### src/rtl/tick_counter_param.sv
// Tick-driven counter with configurable step, direction and wrap/saturate
// behaviour, plus a single-entry snapshot register with a valid/ready
// handshake. A snapshot request dropped while the entry is full sets a
// sticky overrun flag.
module tick_counter_param #(
    parameter int WIDTH    = 8,
    parameter int MAX      = (1 << WIDTH) - 1,
    parameter int STEP     = 1,
    parameter bit SATURATE = 1'b0
) (
    input  logic             clock,
    input  logic             reset,
    input  logic             clear,
    input  logic             load_valid,
    input  logic [WIDTH-1:0] load_value,
    input  logic             tick_en,
    input  logic             tick_dir,
    output logic [WIDTH-1:0] tick_ret,
    output logic             tick_wrap,
    output logic             tick_sat,
    input  logic             snap_req,
    output logic             snap_valid,
    input  logic             snap_ready,
    output logic [WIDTH-1:0] snap_data,
    output logic             snap_overrun
);

    // Range arithmetic is done one bit wider so that an up-step past MAX
    // and the down-wrap sum cnt+MAX+1 never overflow.
    localparam logic [WIDTH:0]   MAX_X  = (WIDTH+1)'(MAX);
    localparam logic [WIDTH:0]   STEP_X = (WIDTH+1)'(STEP);
    localparam logic [WIDTH:0]   MOD_X  = MAX_X + (WIDTH+1)'(1);
    localparam logic [WIDTH-1:0] MAX_W  = WIDTH'(MAX);

    typedef enum logic {
        S_EMPTY = 1'b0,
        S_FULL  = 1'b1
    } snap_state_t;

    logic [WIDTH-1:0] cnt_q, cnt_d;
    logic             wrap_q, wrap_d;
    logic             sat_q, sat_d;
    snap_state_t      state_q, state_d;
    logic [WIDTH-1:0] snap_data_q, snap_data_d;
    logic             overrun_q, overrun_d;

    logic [WIDTH:0]   cnt_x;
    logic [WIDTH:0]   up_sum;
    logic [WIDTH:0]   up_wrap;
    logic [WIDTH:0]   dn_diff;
    logic [WIDTH:0]   dn_wrap;

    // Next count and event pulses; priority clear > load > tick > hold.
    always_comb begin
        cnt_x   = {1'b0, cnt_q};
        up_sum  = cnt_x + STEP_X;
        up_wrap = up_sum - MOD_X;
        dn_diff = cnt_x - STEP_X;
        dn_wrap = cnt_x + MOD_X - STEP_X;
        cnt_d   = cnt_q;
        wrap_d  = 1'b0;
        sat_d   = 1'b0;
        if (clear) begin
            cnt_d = '0;
        end else if (load_valid) begin
            cnt_d = (load_value > MAX_W) ? MAX_W : load_value;
        end else if (tick_en) begin
            if (!tick_dir) begin
                if (up_sum <= MAX_X) begin
                    cnt_d = up_sum[WIDTH-1:0];
                end else if (SATURATE) begin
                    cnt_d = MAX_W;
                    sat_d = 1'b1;
                end else begin
                    cnt_d  = up_wrap[WIDTH-1:0];
                    wrap_d = 1'b1;
                end
            end else begin
                if (cnt_x >= STEP_X) begin
                    cnt_d = dn_diff[WIDTH-1:0];
                end else if (SATURATE) begin
                    cnt_d = '0;
                    sat_d = 1'b1;
                end else begin
                    cnt_d  = dn_wrap[WIDTH-1:0];
                    wrap_d = 1'b1;
                end
            end
        end
    end

    // Snapshot FSM next state; captures the pre-update count. Clear wins
    // over an overrun set in the same cycle.
    always_comb begin
        state_d     = state_q;
        snap_data_d = snap_data_q;
        overrun_d   = overrun_q;
        case (state_q)
            S_EMPTY: begin
                if (snap_req) begin
                    state_d     = S_FULL;
                    snap_data_d = cnt_q;
                end
            end
            S_FULL: begin
                if (snap_ready) begin
                    if (snap_req) snap_data_d = cnt_q;
                    else          state_d     = S_EMPTY;
                end else if (snap_req) begin
                    overrun_d = 1'b1;
                end
            end
            default: state_d = S_EMPTY;
        endcase
        if (clear) overrun_d = 1'b0;
    end

    // State registers, all cleared asynchronously.
    always_ff @(posedge clock or posedge reset) begin
        if (reset) begin
            cnt_q       <= '0;
            wrap_q      <= 1'b0;
            sat_q       <= 1'b0;
            state_q     <= S_EMPTY;
            snap_data_q <= '0;
            overrun_q   <= 1'b0;
        end else begin
            cnt_q       <= cnt_d;
            wrap_q      <= wrap_d;
            sat_q       <= sat_d;
            state_q     <= state_d;
            snap_data_q <= snap_data_d;
            overrun_q   <= overrun_d;
        end
    end

    assign tick_ret     = cnt_q;
    assign tick_wrap    = wrap_q;
    assign tick_sat     = sat_q;
    assign snap_valid   = (state_q == S_FULL);
    assign snap_data    = snap_data_q;
    assign snap_overrun = overrun_q;

endmodule

### config.mk
export PLATFORM = sky130hd
export DESIGN_NAME = tick_counter_param
export DESIGN_NICKNAME = d
export VERILOG_FILES = /design/src/rtl/tick_counter_param.sv
export SDC_FILE = /design/constraint.sdc
export NUM_CORES = 1
export LEC_CHECK = 0
export BUFFER_PORTS_ARGS = -buffer_cell sky130_fd_sc_hd__buf_2
export CAP_MARGIN = 5
export CORE_UTILIZATION = 30
export CTS_CLUSTER_DIAMETER = 40
export CTS_CLUSTER_SIZE = 8
export DETAILED_ROUTE_END_ITERATION = 8
export SETUP_SLACK_MARGIN = 0.2
export SLEW_MARGIN = 20
export SYNTH_ARGS = -nofsm -noshare
export SYNTH_HDL_FRONTEND = slang
export SYNTH_SLANG_ARGS = --single-unit
### constraint.sdc
create_clock -name clock -period 2.2 [get_ports clock]
set_clock_uncertainty 0.05 [all_clocks]
set_input_delay 0.11 -clock clock [delete_from_list [all_inputs] [get_ports clock]]
set_output_delay 0.11 -clock clock [all_outputs]
set_load 0.005 [all_outputs]
==> results.toml <==
[run_status]
status = "completed"

[worst_setup_path]
crit_arrival_ns = 2.10
path_max_fanout = 6
critPathBufInv = 0
setup.worst_path.class = "reg -> reg"
cpLargestDelayFamily = "simple AND/OR/NAND/NOR gates"
critPathLaunchType = "flop"
max_stage_delay_ns = 0.45
cp_data_required_time_ns = 2.34
critical-path-slowest-cell = "dfrtp_2"
cp_cell_sequence = "ha_2, and2_1, nor4b_2, nand2_1, a311oi_2, o2111a_1"
end_kind = "flop"

[floorplan]
core-area_um2 = 3720
dieArea_um2 = 4180
die_w_um = 64.7
pin_count = 36
core.rowCount = 22
die_h_um = 64.7
start_util_pct = 31.7

[routing]
avgViaCountPerCell = 5.12
drtIter0Drc = 28
wl_per_cell_um = 13.7
drc = 0
antenna_left = 0
drt_first_pass_iters = 4
vias = 1076
drt_wl_total_mm = 2.88

[clocking]
worstSkewPairLatency_ns = 0.25
clockRootBuffer = "clkbuf_8"
clk_path_buf_depth = 2
cts_tree = "done"
h-tree-depth = 1
cts.sinks = 19
numCtsBuffers = 3
clk_pin_slew_worst_paths_ns = 0.07

[cells_and_area]
layout_commonest_cell = "buf_2"
postLayoutCoreUtil_pct = 40.4
fin_area_um2 = 1500
nets = 183
final_cell_mix = "buf_2 (34), nor2_1 (17), dfrtp_1 (17), nand2_1 (10), buf_4 (9)"
diodes = 0
area_growth_pct = 27.3
drive_above_1_share_pct = 38.9

[sta]
timing.final.max_slew_violations = 0
rsz0062_at_grt = "false"
relSlewSlack_pct = 51.5
max_freq_mhz = 509
finalSetupTns_ns = 0
period_minus_slack_ns = 1.97
worst_pin_slew_ns = 0.727
setup_slack_ns = 0.234
finalSetupViolCount = 0
hold_viol = 0
period_share_pct = 89.3

[placed_design]
place_area_um2 = 1380
dp_hpwl_mm = 1.97
pre_cts_ws_ns = 0.232
gp_congestion = 0.865
io_buffers = 34

[grt]
antenna_found_initial = 0
grt_max_degree = 20
overflow = 0
grt_pass1_vias = 1064
grt_first_pass_wirelength_mm = 4.67
grt_use_total_pct = 14.3

[logic_synthesis]
syn-cell-area_um2 = 1180
seq_area_frac_synth_pct = 40.3
yosys.area.top_type = "dfrtp_1"
syn_inst = 123
ys.flop_type = "dfrtp_1"
syn_area_per_cell_um2 = 9.58
synth-seq-cells = 19
synthArstFlopShare_pct = 100
synth_top_area_share_pct = 40.3
synth_nets = 143
synth.area.top_cells = "dfrtp_1 (40%), mux2_2 (6.7%), nor2_1 (5.4%)"
synth.distinct_cells = 40
yosys_warnings = 0
synth_edf_count = 0

[power]
total_power_uw = 871
powerDensity_nw_per_um2 = 580
ir_worst_vdd_mv = 0.192
leakagePower_uw = 0.000715

[run]
drv_cap = 0

[worst_hold_path]
hold_class = "in -> reg"
-- metrics by stage --
| stage | instances | hold WS [ns] |
|---|---|---|
| 2_1_floorplan | 123 | 0.0111 |
| 3_3_place_gp | 199 | 0.207 |
| 3_5_place_dp | 199 | 0.218 |
| 4_1_cts | 204 | 0.0281 |
| 5_1_grt | 210 | 0.0561 |
| 6_report | 210 | 0.0336 |
-- path summary, 6_finish.rpt --
kind / start / endpoint / slack [ns] / cells past startpoint
setup / recovery: tick_ret[0]$_DFFE_PP0P_ / tick_wrap$_DFF_PP0_ / 0.23 / 6
hold / removal: snap_req / snap_valid$_DFF_PP0_ / 0.03 / 2
setup reg to reg: tick_ret[0]$_DFFE_PP0P_ / tick_wrap$_DFF_PP0_ / 0.23 / 6
hold reg to reg: snap_data[0]$_DFFE_PP0P_ / snap_data[0]$_DFFE_PP0P_ / 0.44 / 2
max in group asynchronous: reset / tick_ret[0]$_DFFE_PP0P_ / 1.13 / 3
min in group asynchronous: reset / snap_overrun$_DFFE_PP0P_ / 0.47 / 3
-- report_power, final --
group	total (uW)	internal, uW	switching, uW
clock network	242	126	116
logic	218	110	108
registers	411	383	27.7
-- worst reg2reg max path, stage by stage (launching register included) --
cell and delay, ns:
dfrtp_2 0.45, ha_2 0.23, and2_1 0.21, nor4b_2 0.34
nand2_1 0.12, a311oi_2 0.30, o2111a_1 0.21
-- cells by family after synthesis --
| kind of cell | share of synthesized area, % |
|---|---|
| compound gates | 12.3 |
| simple gates | 21.1 |
| fa+ha+maj | 4.25 |
| mux | 8.39 |
| other cells | 0.318 |
| buf+inv | 5.84 |
| flops | 40.3 |
| xor+xnor | 7.43 |
-- cell type report --
type                            count  area (um^2)
Timing Repair Buffer               44          248
Tap cell                           48         60.1
Clock buffer                        3         41.3
Fill cell                         385         2220
Multi-Input combinational cell     90          649
Inverter                            5         18.8
Sequential cell                    19          478
Clock inverter                      1         5.00
-- state kept, by name (all words and copies together), names as in the netlist --
signal and count:
tick_wrap 1, snap_valid 1, snap_data 8, tick_ret 8, snap_overrun 1
-- repair_timing --
action	in CTS	in global routing
gates resized for setup	2	3
buffers inserted	0	6
hold endpoints to repair	19	0
hold buffers	1	0
setup endpoints to repair	1	1
pin swaps	0	1
-- synth_stat cells, types with 2 or more instances --
master	n
dfrtp_1	19
nand4b_1	2
a211oi_1	3
buf_2	4
nand3_1	2
nor4b_1	2
nor2_1	17
xnor2_1	7
o21ai_0	5
a21oi_1	3
clkbuf_1	3
mux2_2	7
xor2_1	3
and4b_1	2
nand2_1	10
ha_1	4
nand4_1	3
inv_1	4
mux2i_1	2
-- layer usage --
| metal | GRT usage (%) | routed length [um] | up-vias |
|---|---|---|---|
| met1 | 17.0 | 1210 | 523 |
| met3 | 1.41 | 132 | 10 |
| li1 | - | - | 505 |
| met5 | 0 | 0 | - |
| met2 | 25.1 | 1450 | 38 |
| met4 | 7.78 | 87 | 0 |
No activity file was read; power rests on OpenSTA's default activity.
